`src/rtl/fft_frame_loader_if.sv`:
```
// Buffer-read, FFT-write and control signals of the frame loader.
// The loader drives the "master" side and its environment takes the "slave" side.
interface fft_frame_loader_if #(
  parameter int unsigned SPI_WIDTH = 8,
  parameter int unsigned BIT_WIDTH = 16,
  parameter int unsigned N         = 9
);
  logic                   start;
  logic                   buf_en_rd;
  logic [N-1:0]           buf_add_rd;
  logic [SPI_WIDTH-1:0]   buf_dout;
  logic                   fft_wr_en;
  logic [N-1:0]           fft_wr_addr;
  logic [2*BIT_WIDTH-1:0] fft_wr_data;
  logic                   busy;
  logic                   done;

  modport master (
    input  start, buf_dout,
    output buf_en_rd, buf_add_rd, fft_wr_en, fft_wr_addr, fft_wr_data, busy, done
  );

  modport slave (
    output start, buf_dout,
    input  buf_en_rd, buf_add_rd, fft_wr_en, fft_wr_addr, fft_wr_data, busy, done
  );
endinterface

```
`src/rtl/fft_frame_loader.sv`:
```
// Copies one 2^N-sample frame from the SPI buffer into FFT memory at bit-reversed addresses.
// Optional Hann window stage: define FFT_LOADER_HANN_WINDOW_EN.
module fft_frame_loader #(
  parameter int unsigned SPI_WIDTH = 8,
  parameter int unsigned BIT_WIDTH = 16,
  parameter int unsigned N         = 9,
  parameter int unsigned SHIFT     = 6
) (
  input  logic               sclk,
  input  logic               reset,
  fft_frame_loader_if.master bus
);
  localparam int unsigned FRAME = 1 << N;

  localparam logic [1:0] S_IDLE  = 2'd0;
  localparam logic [1:0] S_READ  = 2'd1;
  localparam logic [1:0] S_DRAIN = 2'd2;
  localparam logic [1:0] S_DONE  = 2'd3;

  logic [1:0]           state, state_nxt;
  logic [N:0]           rd_idx, rd_idx_nxt;
  logic                 buf_en_q, buf_en_nxt;
  logic [N-1:0]         buf_add_q, buf_add_nxt;
  logic                 busy_q, busy_nxt;
  logic                 done_q, done_nxt;
  logic                 pipe_busy_c;

  logic                 s1_vld;
  logic [N-1:0]         s1_idx;

  logic                 src_vld_c;
  logic [N-1:0]         src_idx_c;
  logic [BIT_WIDTH-1:0] src_real_c;

  logic                 wr_en_q;
  logic [N-1:0]         wr_addr_q;
  logic [BIT_WIDTH-1:0] wr_real_q;

  function automatic logic [N-1:0] bit_rev(input logic [N-1:0] a);
    logic [N-1:0] r;
    for (int i = 0; i < int'(N); i++) r[i] = a[N-1-i];
    return r;
  endfunction

  // Offset-binary to two's complement, sign-extended and scaled.
  function automatic logic [BIT_WIDTH-1:0] conv(input logic [SPI_WIDTH-1:0] d);
    logic signed [SPI_WIDTH-1:0] c;
    logic signed [BIT_WIDTH-1:0] ext;
    c   = {~d[SPI_WIDTH-1], d[SPI_WIDTH-2:0]};
    ext = BIT_WIDTH'(c);
    return BIT_WIDTH'(ext <<< SHIFT);
  endfunction

  always_ff @(posedge sclk or posedge reset) begin
    if (reset) begin
      state     <= S_IDLE;
      rd_idx    <= '0;
      buf_en_q  <= 1'b0;
      buf_add_q <= '0;
      busy_q    <= 1'b0;
      done_q    <= 1'b0;
    end else begin
      state     <= state_nxt;
      rd_idx    <= rd_idx_nxt;
      buf_en_q  <= buf_en_nxt;
      buf_add_q <= buf_add_nxt;
      busy_q    <= busy_nxt;
      done_q    <= done_nxt;
    end
  end

  always_comb begin
    state_nxt   = state;
    rd_idx_nxt  = rd_idx;
    buf_en_nxt  = 1'b0;
    buf_add_nxt = buf_add_q;
    busy_nxt    = busy_q;
    done_nxt    = 1'b0;
    case (state)
      S_IDLE: begin
        if (bus.start) begin
          state_nxt   = S_READ;
          buf_en_nxt  = 1'b1;
          buf_add_nxt = '0;
          rd_idx_nxt  = (N+1)'(1);
          busy_nxt    = 1'b1;
        end
      end
      S_READ: begin
        if (rd_idx == (N+1)'(FRAME)) begin
          state_nxt = S_DRAIN;
        end else begin
          buf_en_nxt  = 1'b1;
          buf_add_nxt = rd_idx[N-1:0];
          rd_idx_nxt  = rd_idx + (N+1)'(1);
        end
      end
      S_DRAIN: begin
        // Done is registered, so it lands one cycle after the final write.
        if (!pipe_busy_c) begin
          state_nxt = S_DONE;
          done_nxt  = 1'b1;
        end
      end
      S_DONE: begin
        state_nxt = S_IDLE;
        busy_nxt  = 1'b0;
      end
      default: begin
        state_nxt = S_IDLE;
        busy_nxt  = 1'b0;
      end
    endcase
  end

  // Stage 1: index tag for the word the RAM is returning.
  always_ff @(posedge sclk or posedge reset) begin
    if (reset) begin
      s1_vld <= 1'b0;
      s1_idx <= '0;
    end else begin
      s1_vld <= buf_en_q;
      if (buf_en_q) s1_idx <= buf_add_q;
    end
  end

`ifdef FFT_LOADER_HANN_WINDOW_EN
  typedef logic [15:0] coef_t [FRAME];

  function automatic coef_t hann_table();
    coef_t t;
    real   pi;
    real   w;
    pi = 3.14159265358979323846;
    for (int k = 0; k < int'(FRAME); k++) begin
      w    = 32767.0 * 0.5 * (1.0 - $cos(2.0 * pi * real'(k) / real'(FRAME)));
      t[k] = 16'($rtoi(w + 0.5));
    end
    return t;
  endfunction

  localparam coef_t HANN_ROM = hann_table();

  logic                        s2_vld;
  logic [N-1:0]                s2_idx;
  logic signed [BIT_WIDTH-1:0] s2_real;
  logic signed [BIT_WIDTH+16:0] prod_c;

  always_ff @(posedge sclk or posedge reset) begin
    if (reset) begin
      s2_vld  <= 1'b0;
      s2_idx  <= '0;
      s2_real <= '0;
    end else begin
      s2_vld <= s1_vld;
      if (s1_vld) begin
        s2_idx  <= s1_idx;
        s2_real <= conv(bus.buf_dout);
      end
    end
  end

  // Q1.15 coefficient is unsigned, so widen it with a zero sign bit.
  always_comb begin
    prod_c      = (BIT_WIDTH+17)'(s2_real) * (BIT_WIDTH+17)'($signed({1'b0, HANN_ROM[s2_idx]}));
    src_vld_c   = s2_vld;
    src_idx_c   = s2_idx;
    src_real_c  = BIT_WIDTH'(prod_c >>> 15);
    pipe_busy_c = buf_en_q | s1_vld | s2_vld;
  end
`else
  always_comb begin
    src_vld_c   = s1_vld;
    src_idx_c   = s1_idx;
    src_real_c  = conv(bus.buf_dout);
    pipe_busy_c = buf_en_q | s1_vld;
  end
`endif

  // Output stage: address and data hold their last values between writes.
  always_ff @(posedge sclk or posedge reset) begin
    if (reset) begin
      wr_en_q   <= 1'b0;
      wr_addr_q <= '0;
      wr_real_q <= '0;
    end else begin
      wr_en_q <= src_vld_c;
      if (src_vld_c) begin
        wr_addr_q <= bit_rev(src_idx_c);
        wr_real_q <= src_real_c;
      end
    end
  end

  assign bus.buf_en_rd   = buf_en_q;
  assign bus.buf_add_rd  = buf_add_q;
  assign bus.fft_wr_en   = wr_en_q;
  assign bus.fft_wr_addr = wr_addr_q;
  assign bus.fft_wr_data = {wr_real_q, BIT_WIDTH'(0)};
  assign bus.busy        = busy_q;
  assign bus.done        = done_q;
endmodule
```
`src/flat_wrapper.sv`:
```
// flat-port wrapper written by rule: the top's interface ports become plain ports
module fft_frame_loader_flat 
#(
  parameter int unsigned SPI_WIDTH = 8,
  parameter int unsigned BIT_WIDTH = 16,
  parameter int unsigned N         = 9,
  parameter int unsigned SHIFT     = 6
)
  (sclk, reset, bus_start, bus_buf_dout, bus_buf_en_rd, bus_buf_add_rd, bus_fft_wr_en, bus_fft_wr_addr, bus_fft_wr_data, bus_busy, bus_done);
  fft_frame_loader_if #(.SPI_WIDTH(SPI_WIDTH), .BIT_WIDTH(BIT_WIDTH), .N(N)) bus_i ();
  input  logic sclk;
  input  logic reset;
  input wire logic [$bits(bus_i.start)-1:0] bus_start;
  input wire logic [$bits(bus_i.buf_dout)-1:0] bus_buf_dout;
  output wire logic [$bits(bus_i.buf_en_rd)-1:0] bus_buf_en_rd;
  output wire logic [$bits(bus_i.buf_add_rd)-1:0] bus_buf_add_rd;
  output wire logic [$bits(bus_i.fft_wr_en)-1:0] bus_fft_wr_en;
  output wire logic [$bits(bus_i.fft_wr_addr)-1:0] bus_fft_wr_addr;
  output wire logic [$bits(bus_i.fft_wr_data)-1:0] bus_fft_wr_data;
  output wire logic [$bits(bus_i.busy)-1:0] bus_busy;
  output wire logic [$bits(bus_i.done)-1:0] bus_done;
  assign bus_i.start = bus_start;
  assign bus_i.buf_dout = bus_buf_dout;
  assign bus_buf_en_rd = bus_i.buf_en_rd;
  assign bus_buf_add_rd = bus_i.buf_add_rd;
  assign bus_fft_wr_en = bus_i.fft_wr_en;
  assign bus_fft_wr_addr = bus_i.fft_wr_addr;
  assign bus_fft_wr_data = bus_i.fft_wr_data;
  assign bus_busy = bus_i.busy;
  assign bus_done = bus_i.done;
  fft_frame_loader #(.SPI_WIDTH(SPI_WIDTH), .BIT_WIDTH(BIT_WIDTH), .N(N), .SHIFT(SHIFT)) u_core (.sclk(sclk), .reset(reset), .bus(bus_i));
endmodule
```
`config.mk`:
```
export PLATFORM = sky130hd
export DESIGN_NAME = fft_frame_loader_flat
export DESIGN_NICKNAME = d
export VERILOG_FILES = /design/src/rtl/fft_frame_loader_if.sv /design/src/rtl/fft_frame_loader.sv /design/src/flat_wrapper.sv
export SDC_FILE = /design/constraint.sdc
export NUM_CORES = 1
export LEC_CHECK = 0
export ABC_AREA = 1
export CORE_MARGIN = 1.5
export CORE_UTILIZATION = 53
export DETAILED_ROUTE_END_ITERATION = 7
export HOLD_SLACK_MARGIN = 0.1
export MAX_ROUTING_LAYER = met4
export PLACE_DENSITY = 0.85
export SYNTH_ARGS = -nofsm -noshare
export SYNTH_HDL_FRONTEND = slang
export SYNTH_SLANG_ARGS = --single-unit
```
`constraint.sdc`:
```
create_clock -name sclk -period 2.95 [get_ports sclk]
set_clock_uncertainty 0.15 [all_clocks]
set_input_delay 0.59 -clock sclk [delete_from_list [all_inputs] [get_ports sclk]]
set_output_delay 0.59 -clock sclk [all_outputs]
set_load 0.02 [all_outputs]
```
# Yosys cells after proc, flatten, opt, wreduce, memory -nomap -nowiden

Cells that the tools add are included.

RAM bits: 0
Memories kept: 0
Latch bits: 0
Output and inout bits: 54
Flip-flop bits (word level): 52
Logic and storage cells: 45
Memory bits (read-only): 0

Bitwise operators: 2
$lt $le $gt $ge: 0
Multiply operators: 0
Shift operators: 0
Reduce and logical (&&, ||, !) cells: 6
Divide/modulo/power cells: 0
Eq/ne operators: 8
$add $sub $neg: 1
Mux-type cells: 17

Operators with widths:

| kind                  | count |
|---|---|
| $mux 10               | 2 |
| $pmux 10 s2           | 1 |
| $mux 9                | 2 |
| $pmux 9 s2            | 1 |
| $add 10x1->10 const B | 1 |
| $eq 10x10->1 const B  | 1 |
| $pmux 2 s4            | 1 |
| $mux 2                | 3 |
| $ne 2x2->1 const B    | 3 |
| $reduce_and 3->1      | 2 |
| $mux 1                | 5 |
| $eq 2x2->1 const B    | 2 |
| $pmux 1 s2            | 2 |
| $reduce_bool 2->1     | 2 |
| $eq 2x1->1 const B    | 1 |
| $logic_not 2->1       | 1 |
| $ne 2x1->1 const B    | 1 |
| $reduce_and 2->1      | 1 |
| $not 1->1             | 1 |
| $or 1x1->1            | 1 |

# Logic depth before layout (Yosys ltp)

Depth in word-level cells: 3
Depth in mapped cells: 9
Gate-level depth less buffers: 9

# Worst setup path before layout

Ideal clock, no wire load.

Path kind: register to register
From: register u_core.state[1]
To: register u_core.buf_add_q[3], in the netlist u_core.bus.buf_add_rd[3]
Clock period less this slack: 1599 ps
Cell stages (with the launch flop): 8
Setup time: 118 ps
Arrival: 1331 ps
Data required time: 2682 ps
Slack: 1351 ps
Cells stage by stage: dfrtp_1 -> inv_1 -> ha_1 -> buf_6 -> or2_4 -> nand3_4 -> buf_6 -> o21ai_2

Cells in the longest elaborated chain, start to end: 3
Elaborated cells on any way between the ends: 7
Those cells by class: 3 x eq/ne; 1 x mux; 3 x reduce/logical

Ends and longest elaborated chain:

| what                                                             | line                   | source |
|---|---|---|
| start, declared                                                  | fft_frame_loader.sv:20 | `logic [1:0] state, state_nxt;` |
| start signal, assigned                                           | fft_frame_loader.sv:63 | `state <= state_nxt;` |
| $eq 2x1->1 or $logic_not 2->1 (tied branches)                    | fft_frame_loader.sv:79 | `case (state)` |
| $ne 2x2->1 (no source line) or $reduce_bool 2->1 (tied branches) | --                     |  |
| $reduce_and 3->1 (no source line)                                | --                     |  |
| end signal, assigned                                             | fft_frame_loader.sv:66 | `buf_add_q <= buf_add_nxt;` |
| end, declared                                                    | fft_frame_loader.sv:23 | `logic [N-1:0] buf_add_q, buf_add_nxt;` |

Parallel ways exist; a longest one is shown, timed or not.
A chain may end at the register's enable or synchronous reset.

# Final worst setup path

From: register u_core.buf_en_q, in the netlist u_core.bus.buf_en_rd
To: output bus_buf_en_rd

RTL lines:

| what                   | line                   | source |
|---|---|---|
| start, declared        | fft_frame_loader.sv:22 | `logic buf_en_q, buf_en_nxt;` |
| start signal, assigned | fft_frame_loader.sv:65 | `buf_en_q <= buf_en_nxt;` |
| end, declared          | flat_wrapper.sv:15     | `output wire logic [$bits(bus_i.buf_en_rd)-1:0] bus_buf_en_rd;` |

No word-level cell between the ends.

==> summary.md <==
| Metric | Value |
|---|---|
| Initial Utilization | around 55% |
| CP cell instances | clkdlybuf4s50_1 |
| Largest net degree at the start of global routing | 53 |
| Arrival @ worst endpoint | between 1500 and 2000 ps |
| Pwr/cell area | ~820 nW/µm² |
| Clock Tree Root | clkbuf_8 |
| Share of layout cells above drive strength 1 | 9.20% |
| Register area share after synthesis | between 50 and 60% |
| Post-cts resize count | 0 |
| First drt pass iteration count | 4 |
| Final worst slack | ~500 ps |
| Antenna cells | 0 |
| Synth warn | 0 |
| Setup bufs post-CTS | 0 |
| Dpl ws | ~700 ps |
| Total GRT Usage | 18.9% |
| Yosys top cell area share | about half |
| Max IR drop VDD | 0.517 mV |
| EDFF count, synth | 0 |
| P_leak | 1.43 nW |
| Top cells by count, synth | nand2_1 (104), dfrtp_1 (52), inv_1 (29) |
| Setup violators final | 0 |
| Via density per instance | between 4 and 5 |
| Core Util, Final | roughly 64% |
| Clock Latency Late Sink | approximately 300 ps |
| Fmax | roughly 400 MHz |
| Final Hold Fails | 0 |
| Routed WL per cell | approximately 11 µm |
| Nets | approximately 350 |
| Dominant cells by area after synthesis | dfrtp_1 (51%), nand2_1 (15%), buf_4 (7.0%) |
| Avg Cell Area, Syn | ~8.6 µm² |
| Fin crit share | between 80 and 90% |
| Most common cell in the netlist | nand2_1 |
| I/O Buffers | 42 |
| Crit path kind | reg -> out |
| Worst-Margin Slew | around 640 ps |
| Vias in the first global route | around 1800 |
| Overflow after GRT | 0 |
| Max_cap viols | 0 |
| Unrepaired setup endpoints after global routing | false |
| Hold_buf cts | 0 |
| Die ar. | ~5300 µm² |
| Sequential cell area | between 1000 and 1500 µm² |
| Total CTS buffers | 5 |
| Post-route minimum period | roughly 2400 ps |
| TritonCTS clock tree | built |
| Routed Antenna Nets | 0 |
| Final Wtd Congestion | slightly below 0.9 |
| FF+latch count, synth | 52 |
| FFs w/ async S/R, synth | 100% |
| Cell area after layout | between 2000 and 3000 µm² |
| Post-synthesis cell type count | 25 |
| Critical path's top delay family | buffers and inverters |
| Detailed Place HPWL | 3140 µm |
| DR iter-0 viols | approximately 110 |
| Worst slew margin | 57.6% |
| Yosys top cell by area | dfrtp_1 |
| Crit end category | primary output |
| Critical Path Fanout Max | 22 |
| Cell count after synthesis | 298 |
| Clock Sinks | between 50 and 60 |
| Cell Rows | 25 |
| Initial antenna violation count | 0 |
| Ys flop type | dfrtp_1 |
| Final Max Tran Viols | 0 |
| Startpoint types | flop |
| Critical path's largest stage delay | just over 700 ps |
| Num ports | 65 |
| Post-Syn Area | approximately 2600 µm² |
| Buf/Inv on CP | 1 |
| Slowest library cell on the worst path | clkdlybuf4s50_1 |
| Fillers | just under 400 |
| CTS max path bufs | 2 |
| Outcome | completed |
| Width of the die | just over 70 µm |
| First-pass GRT wire length | approximately 7500 µm |
| Hold Crit Class | reg -> reg |
| Placed instance area | approximately 2900 µm² |
| CP required | around 2200 ps |
| Die extent in y | roughly 73 µm |
| Area grow syn2layout | 16.4% |
| Core area | around 4700 µm² |
| # H-tree levels | 2 |
| Aggregate routed wire length | about 4400 µm |
| Multi-input logic area | about 970 µm² |
| Worst-path clk slew | 80 ps |
| Via count | 1893 |
| Remaining DRCs | 0 |
| Setup TNS | 0 ps |
| Worst hold slack | 327 ps |
## per-stage QoR
stage	instances	power [W]
final	391	0.00246
after global routing	391	0.00265
after CTS	391	0.00249
after detailed placement	383	0.00207
after global placement	383	0.00202
after floorplan	319	0.00182
## final timing paths
| check | from | end | slack [ps] | cells past startpoint |
|---|---|---|---|---|
| worst min register to register | u_core.wr_real_q[8] | u_core.wr_real_q[8] | 330 | 2 |
| worst min-delay path | u_core.wr_real_q[8] | u_core.wr_real_q[8] | 330 | 2 |
| min in group asynchronous | reset | u_core.s1_vld | 640 | 3 |
| worst max-delay path | u_core.bus.buf_en_rd | bus_buf_en_rd | 500 | 1 |
| worst max register to register | u_core.state[0] | u_core.bus.buf_add_rd[2] | 980 | 8 |
| max in group asynchronous | reset | u_core.s1_idx[4] | 1600 | 3 |
## worst reg2reg max path, delay by kind of cell, from the launching register on
family	cells	cell delay, ps
and+or+nand+nor	3	660
AOI/OAI and AO/OA	1	60
DFF	1	420
buffers and inverters	3	330
adders and majority gates	1	240
## final cells by class
cell class,instances,share of cell area [%]
multi-input cells,202,32.6
well taps,54,2.26
clock buffers,6,2.76
inverters,31,3.89
repair buffers,44,14.5
flip-flops and latches,52,43.5
clock inverters,2,0.502
## sequential cells by signal, indices dropped and copies added, names as in the netlist, 2 cells and up
signal                  count
u_core.bus.buf_add_rd       9
u_core.bus.fft_wr_addr      9
u_core.rd_idx              10
u_core.s1_idx               9
u_core.state                2
u_core.wr_real_q            8
## metal layers
metal / GRT usage (%) / wire (µm) / vias to the layer above
li1: - / - / 953
met1: 20.6 / 1910 / 880
met2: 33.7 / 2180 / 53
met3: 4.14 / 204 / 7
met4: 6.71 / 65 / 0
met5: - / 0 / -
## power by group
group | switching (W) | leakage, nW | total, W | internal [W]
Combinational | 0.000658 | 0.688 | 0.00104 | 0.000378
Clock | 0.000221 | 0.0434 | 0.000411 | 0.000190
Sequential | 0.000147 | 0.695 | 0.00101 | 0.000862
Total | 0.00103 | 1.43 | 0.00246 | 0.00143
## cell families (layout without fill, tap and decap cells)
| family | Yosys count | count (layout) | synth area share, % |
|---|---|---|---|
| and+or+nand+nor | 131 | 131 | 21.1 |
| AOI/OAI and AO/OA | 43 | 43 | 10.7 |
| DFF | 52 | 52 | 50.6 |
| buffers and inverters | 65 | 83 | 14.5 |
| adders and majority gates | 6 | 6 | 2.92 |
| other | 1 | 22 | 0.146 |
## cell usage in the layout (no fill, tap or decap), drive strengths merged
master	n
nand3	9
o21bai	1
buf	2
clkinv	1
or2	1
clkbuf	6
conb	22
clkinvlp	2
ha	6
nand4	3
nand2	105
o21ai	40
dfrtp	52
clkdlybuf4s50	42
nor3	2
inv	30
a21oi	2
nor2	11
No activity file was read; power rests on OpenSTA's default activity.
